--- config.mk ---
export PLATFORM = sky130hd
export DESIGN_NAME = lca_seq
export DESIGN_NICKNAME = d
export VERILOG_FILES = /design/src/rtl/lca_seq.sv
export SDC_FILE = /design/constraint.sdc
export NUM_CORES = 1
export LEC_CHECK = 0
export ABC_AREA = 1
export CAP_MARGIN = 20
export CELL_PAD_IN_SITES_DETAIL_PLACEMENT = 1
export CELL_PAD_IN_SITES_GLOBAL_PLACEMENT = 2
export CORE_MARGIN = 2
export CORE_UTILIZATION = 23
export DETAILED_ROUTE_END_ITERATION = 16
export PLACE_DENSITY_LB_ADDON = 0.3
export SLEW_MARGIN = 40
export SYNTH_ARGS = -nofsm -noshare
export SYNTH_HDL_FRONTEND = slang
export SYNTH_SLANG_ARGS = --single-unit
--- constraint.sdc ---
create_clock -name clk -period 1.8 [get_ports clk]
set_input_delay 0.36 -clock clk [delete_from_list [all_inputs] [get_ports clk]]
set_output_delay 0.36 -clock clk [all_outputs]
set_load 0.005 [all_outputs]
--- src/rtl/lca_seq.sv ---
// Multi-byte add/subtract sequencer that time-shares one external 8-bit adder,
// issuing LSB byte first and rippling carry through a register between bytes.
module lca_seq #(
    parameter int WORDS = 4
) (
    input  logic                 clk,
    input  logic                 rst,
    input  logic                 in_valid,
    output logic                 in_ready,
    input  logic [8*WORDS-1:0]   op_a,
    input  logic [8*WORDS-1:0]   op_b,
    input  logic                 op_sub,
    output logic                 out_valid,
    input  logic                 out_ready,
    output logic [8*WORDS-1:0]   result,
    output logic                 carry_out,
    output logic                 overflow,
    output logic [7:0]           add_a,
    output logic [7:0]           add_b,
    output logic                 add_cin,
    input  logic [7:0]           add_sum,
    input  logic                 add_cout
);

    localparam int W  = 8 * WORDS;
    localparam int IW = (WORDS > 1) ? $clog2(WORDS) : 1;

    typedef enum logic [1:0] {
        IDLE = 2'd0,
        RUN  = 2'd1,
        DONE = 2'd2
    } state_t;

    state_t          state_q, state_d;
    logic [W-1:0]    a_q, a_d;
    logic [W-1:0]    b_q, b_d;
    logic [W-1:0]    result_q, result_d;
    logic            sub_q, sub_d;
    logic            carry_q, carry_d;
    logic            carry_out_q, carry_out_d;
    logic            overflow_q, overflow_d;
    logic [IW-1:0]   idx_q, idx_d;

    logic [7:0]      a_bytes [WORDS];
    logic [7:0]      b_bytes [WORDS];
    logic [7:0]      a_byte;
    logic [7:0]      b_byte;
    logic            last_byte;
    logic            running;

    for (genvar gi = 0; gi < WORDS; gi++) begin : g_bytes
        assign a_bytes[gi] = a_q[8*gi +: 8];
        assign b_bytes[gi] = b_q[8*gi +: 8];
    end

    // B byte is inverted here so the adder performs A + ~B + carry for subtract
    always_comb begin
        a_byte = '0;
        b_byte = '0;
        for (int i = 0; i < WORDS; i++) begin
            if (idx_q == IW'(i)) begin
                a_byte = a_bytes[i];
                b_byte = b_bytes[i] ^ {8{sub_q}};
            end
        end
    end

    assign running   = (state_q == RUN);
    assign last_byte = (idx_q == IW'(WORDS - 1));

    assign in_ready  = (state_q == IDLE);
    assign out_valid = (state_q == DONE);
    assign result    = result_q;
    assign carry_out = carry_out_q;
    assign overflow  = overflow_q;
    assign add_a     = running ? a_byte  : 8'h00;
    assign add_b     = running ? b_byte  : 8'h00;
    assign add_cin   = running ? carry_q : 1'b0;

    always_comb begin
        state_d     = state_q;
        a_d         = a_q;
        b_d         = b_q;
        sub_d       = sub_q;
        carry_d     = carry_q;
        idx_d       = idx_q;
        result_d    = result_q;
        carry_out_d = carry_out_q;
        overflow_d  = overflow_q;

        case (state_q)
            IDLE: begin
                if (in_valid) begin
                    a_d     = op_a;
                    b_d     = op_b;
                    sub_d   = op_sub;
                    carry_d = op_sub;
                    idx_d   = '0;
                    state_d = RUN;
                end
            end
            RUN: begin
                for (int i = 0; i < WORDS; i++) begin
                    if (idx_q == IW'(i)) begin
                        result_d[8*i +: 8] = add_sum;
                    end
                end
                carry_d = add_cout;
                if (last_byte) begin
                    // Index holds on the last byte; it is cleared on the next accept
                    carry_out_d = add_cout;
                    overflow_d  = (a_byte[7] == b_byte[7]) && (add_sum[7] != a_byte[7]);
                    state_d     = DONE;
                end else begin
                    idx_d = idx_q + IW'(1);
                end
            end
            DONE: begin
                if (out_ready) begin
                    state_d = IDLE;
                end
            end
            default: begin
                state_d = IDLE;
            end
        endcase
    end

    always_ff @(posedge clk) begin
        if (rst) begin
            state_q     <= IDLE;
            a_q         <= '0;
            b_q         <= '0;
            sub_q       <= 1'b0;
            carry_q     <= 1'b0;
            idx_q       <= '0;
            result_q    <= '0;
            carry_out_q <= 1'b0;
            overflow_q  <= 1'b0;
        end else begin
            state_q     <= state_d;
            a_q         <= a_d;
            b_q         <= b_d;
            sub_q       <= sub_d;
            carry_q     <= carry_d;
            idx_q       <= idx_d;
            result_q    <= result_d;
            carry_out_q <= carry_out_d;
            overflow_q  <= overflow_d;
        end
    end

endmodule

=== Word-level counts from Yosys, hierarchy flattened ===
Index checks and enable logic that the tools add are counted.

* Add/sub/neg operators: 1
* Equal/unequal tests: 11
* Mux-type cells: 20
* Bitwise operators: 4
* Reductions and logical operators: 12

{| class="wikitable"
|+ Operators by type and width
! operator !! number
|-
| 8-bit two-way mux || 10
|-
| 8-bit XOR || 4
|-
| 2-bit AND reduction || 6
|-
| 2-bit two-way mux || 5
|-
| 2-bit == test (second input constant) || 3
|-
| 2-bit inequality test (second input constant) || 3
|-
| 2-bit one-hot mux with 3 select lines || 1
|-
| 3-bit AND reduction || 2
|-
| 2-bit by 1-bit == test with 1-bit output (second input constant) || 2
|-
| 2-bit logical NOT || 2
|-
| 2-bit one-hot mux with 2 select lines || 1
|-
| 2-bit by 1-bit adder with 2-bit output (second input constant) || 1
|-
| 1-bit two-way mux || 2
|-
| 2-bit by 1-bit inequality test with 1-bit output (second input constant) || 1
|-
| 1-bit one-hot mux with 2 select lines || 1
|-
| 2-bit nonzero test || 1
|-
| 1-bit == test || 1
|-
| 1-bit logical AND || 1
|-
| 1-bit inequality test || 1
|}

* Register bits after elaboration: 104
* Input port bits: 78
* Output and inout port bits: 53
* Word-level logic and storage cells: 60

=== Longest topological paths before layout ===
Gate-level depths: netlist of run 1.

* Depth after elaboration: 7
* Gate-level depth with buffers: 12

=== Worst setup path after synthesis of run 1 ===
Ideal clock, no wire load.

* Path kind: register -> output
* Start: register idx_q[0]
* End: output port add_b[0]
* Arrival: 1.389 ns
* Data required time: 1.440 ns
* Setup slack: 0.051 ns
* Cell stages (with the launch flop): 8
* Buffers on the path: 2
* Cells stage by stage: dfxtp_1 inv_1 ha_1 inv_1 clkbuf_1 buf_2 a21oi_1 nor2_1

* Word-level cells in the longest chain between the ends: 6
* Elaborated cells between the ends (all ways): 9
* Those cells by class: 3 x eq/ne; 5 x mux; 1 x reduce/logical

{| class="wikitable"
|+ Ends and longest elaborated chain
! what !! line !! source
|-
| start, declared || 42 || <nowiki>logic [IW-1:0] idx_q, idx_d;</nowiki>
|-
| start signal, assigned || 146 || <nowiki>idx_q <= idx_d;</nowiki>
|-
| 2-bit logical NOT || 61 || <nowiki>if (idx_q == IW'(i)) begin</nowiki>
|-
| 8-bit two-way mux (3 in a row) || 61 ||
|-
| 8-bit two-way mux * || 61 ||
|-
| 8-bit two-way mux * || 77 || <nowiki>assign add_b = running ? b_byte : 8'h00;</nowiki>
|-
| end, declared || 19 || <nowiki>output logic [7:0] add_b,</nowiki>
|}

Every way passes the cells marked *; elsewhere a longest branch is shown, timed or not.

=== Worst setup path after layout of run 1 ===
* Start: register idx_q[1]
* End: output port add_a[3]

* Word-level cells in the longest chain between the ends: 6
* Elaborated cells between the ends (all ways): 9
* Those cells by class: 3 x eq/ne; 5 x mux; 1 x reduce/logical

{| class="wikitable"
|+ Ends and longest elaborated chain
! what !! line !! source
|-
| 2-bit logical NOT || 61 ||
|-
| 8-bit two-way mux (3 in a row) || 61 ||
|-
| 8-bit two-way mux * || 61 ||
|-
| 8-bit two-way mux * || 76 || <nowiki>assign add_a = running ? a_byte : 8'h00;</nowiki>
|-
| end, declared || 18 || <nowiki>output logic [7:0] add_a,</nowiki>
|}

Marks and branches as above.

==> flow_summary.yaml, run 1 <==
worst_setup_path:
  r2r_setup_slack_ns: 0.10
  r2r_end: "overflow$_SDFFE_PP0P_"
  r2r_start: "idx_q[1]$_SDFFE_PP0P_"
  cp.arrival_ns: 1.80
  worstSetupEndpointType: "output port"
  cp_data_required_time_ns: 1.44
  path_class: "reg2out"
  rr_worst_depth: 13
  critPathLaunchType: "register"
  cp_max_fo: 4
routing:
  finalWirelength_um: 16430
  drtIter0Drc: 161
  drcViolationCount: 0
  ant_nets: 0
  vias: 4755
  wl_per_cell_um: 15.50
  avgViaCountPerCell: 4.486
  first_pass_iters: 4
synthesis:
  ys.flop_type: "dfxtp_1"
  synth.area.mux_share: 0
  yosys.area_share.simple: 0.2417
  synth_edf_count: 0
  synth_area_um2: 4546
  async_flop_share: 0
  synth_xor_area_frac: 0.02119
  synth-seq-cells: 104
  avgSynthCellArea_um2: 7.147
  syn_nets: 718
  synth_cells: 636
  yosys-top-cells-count: "152 x nor2_1, 104 x dfxtp_1, 99 x o21ai_0, 82 x nand2_1, 60 x a21oi_1"
  synth_compound_area_frac: 0.2009
  yosys_warnings: 0
  synth_top_family_by_area: "simple AND/OR/NAND/NOR gates"
  synthTopCellsByArea: "dfxtp_1 46%, nor2_1 13%, o21ai_0 11%"
  synth.most_common_cell: "nor2_1"
  ys_seq_area_frac: 0.4580
  netlist.area_leader.share: 0.4580
  synthAdderAreaFrac: 0.01101
  synth_top_area_cell: "dfxtp_1"
  ys_types: 24
place:
  routabilityCongestion: 0.7859
  hpwl_um: 12240
  dp_cells: 1032
  preCtsSetupSlack_ns: -0.5138
  portBuffers: 130
floorplan:
  rows: 51
  dieArea_um2: 20900
  initial_utilization: 0.2343
  dieHeight_um: 144.6
  die_w_um: 144.6
  fp.coreArea_um2: 19400
  ios: 131
final_layout:
  antennaDiodeCount: 0
  nNetsFinal: 872
  stdcell_count: 1060
  drive_above_1_share: 0.1799
  syn_to_final_growth_pct: 52.96
timing:
  hold_ws_ns: 0.4715
  relSlewSlack: 0.8112
  period_minus_slack_ns: 2.164
  slew_viol_final: 0
  setup_tns_ns: -5.211
  worst_pin_slew_ns: 0.2823
  setup_viol: 16
  rsz0062_at_grt: "yes"
  final_min_period_over_clock_period: 1.202
  fin_worst_skew_ns: 0.007116
  hold_viol_final: 0
  layout_setup_ws_ns: -0.3642
  timing.fmax_mhz: 462.1
hold_path:
  hold_start: "result[1]$_SDFFE_PP0P_"
  whs_path_depth: 2
  hold_end: "result[1]$_SDFFE_PP0P_"
  hold_class: "reg2reg"
global_route:
  grt_max_degree: 37
  grt_pass1_wl_um: 25560
  grt_pass1_vias: 4917
  grt_overflow_total: 0
  track_usage: 0.1585
  antenna_found_initial: 0
clock_tree:
  root_buffer: "clkbuf_16"
  numCtsBuffers: 9
  cts_num_sinks: 104
  cts_tree: "yes"
  postCtsHoldBufs: 0
  cts_max_level: 3
  path_clk_slew_ns: 0.07
  clk_latency_ns: 0.35
  clockBufferDepth: 2
job:
  drv_cap: 0
status:
  violations: "negative setup slack"
  outcome: "finished with violations"
power_and_ir_drop:
  vdd_drop_max_uv: 440.3
  powerDensity_nw_per_um2: 814.5
  p_leak_nw: 2.751
cells in the final DEF, fill, tap and decap left out, types with 13 or more instances in the layout:
| master | count |
|---|---|
| nand2_1 | 71 |
| a21oi_2 | 15 |
| dfxtp_1 | 101 |
| clkdlybuf4s50_1 | 111 |
| buf_4 | 37 |
| o21ai_0 | 82 |
| nor2_1 | 149 |
| inv_1 | 13 |
| o21ai_1 | 17 |
| buf_2 | 16 |
| a21oi_1 | 45 |
| nand3_1 | 35 |
power breakdown:
group          switching (W)  internal (W)  leakage (nW)
clock network       0.000904       0.00109         0.139
logic               0.000573      0.000545          1.76
registers           0.000108       0.00245         0.856
critical path, stage by stage (launching register included):
cell and delay (ns):
dfxtp_2 0.36, inv_4 0.06, ha_4 0.19, nor2_4 0.16, buf_6 0.16, buf_6 0.13, nand2_2 0.05, nand2_2 0.06
o211ai_1 0.08, nand2_1 0.09, buf_2 0.12
state kept, by name, indices dropped and copies added, names as in the netlist:
name,count
carry_q,1
a_q,32
overflow,1
sub_q,1
b_q,32
state_q,2
result,32
carry_out,1
idx_q,2
routing by layer:
layer | GRT usage | wire [um]
met4 | 0.04394 | 230
met3 | 0.02417 | 607
met1 | 0.2039 | 7573
met5 | 0 | 0
met2 | 0.2756 | 8021
timing repair:
action / in CTS / in global routing
gates resized for setup: 142 / 21
setup buffers: 11 / 2
pin swaps: 25 / 22
endpoints found under the setup margin: 20 / 17
cloned: 0 / 0
kinds of logic after synthesis:
group,count (synthesis)
flops,104
compound gates,175
xor+xnor,11
fa+ha+maj,4
simple gates,275
buf+inv,67
worst max-delay path by stage:
stage                          start        to  slack (ns)  depth (start not counted)
6_report       idx_q[1]$_SDFFE_PP0P_  add_a[3]       -0.36                         10
5_1_grt        idx_q[1]$_SDFFE_PP0P_  add_b[4]       -0.48                         10
4_1_cts        idx_q[1]$_SDFFE_PP0P_  add_b[4]       -0.37                          8
3_5_place_dp   idx_q[1]$_SDFFE_PP0P_  add_b[4]       -0.51                         10
3_3_place_gp   idx_q[1]$_SDFFE_PP0P_  add_b[4]       -0.43                          8
2_1_floorplan  idx_q[0]$_SDFFE_PP0P_  add_b[0]        0.05                          7
final cells by class:
cell class,count,area (um2)
Sequential cell,104,2088
Multi-Input combinational cell,465,2344
Timing Repair Buffer,187,1788
Fill cell,2381,12450
Tap cell,265,331.6
Clock inverter,6,67.56
Inverter,23,105.1
Clock buffer,10,229.0
per-stage QoR:
| step | cell area (um2) | utilization | power, W |
|---|---|---|---|
| 2_1_floorplan | 4546 | - | 0.003074 |
| 3_3_place_gp | 6385 | 0.3291 | 0.003584 |
| 3_5_place_dp | 6385 | 0.3291 | 0.003613 |
| 4_1_cts | 6903 | 0.3558 | 0.005694 |
| 5_1_grt | 6953 | 0.3584 | 0.005949 |
| 6_report | 6953 | 0.3584 | 0.005663 |
Note: power is estimated with default switching activity, not from simulation.
==> run 2: changes to the inputs <==
--- a/config.mk
+++ b/config.mk
@@ -6,7 +6,7 @@
 export NUM_CORES = 1
 export LEC_CHECK = 0
 export ABC_AREA = 1
-export CAP_MARGIN = 20
+export CAP_MARGIN = 5
 export CELL_PAD_IN_SITES_DETAIL_PLACEMENT = 1
 export CELL_PAD_IN_SITES_GLOBAL_PLACEMENT = 2
 export CORE_MARGIN = 2
==> results of run 2 <==
Same layout as run 1: the final DEF is identical, and so are final timing and power.
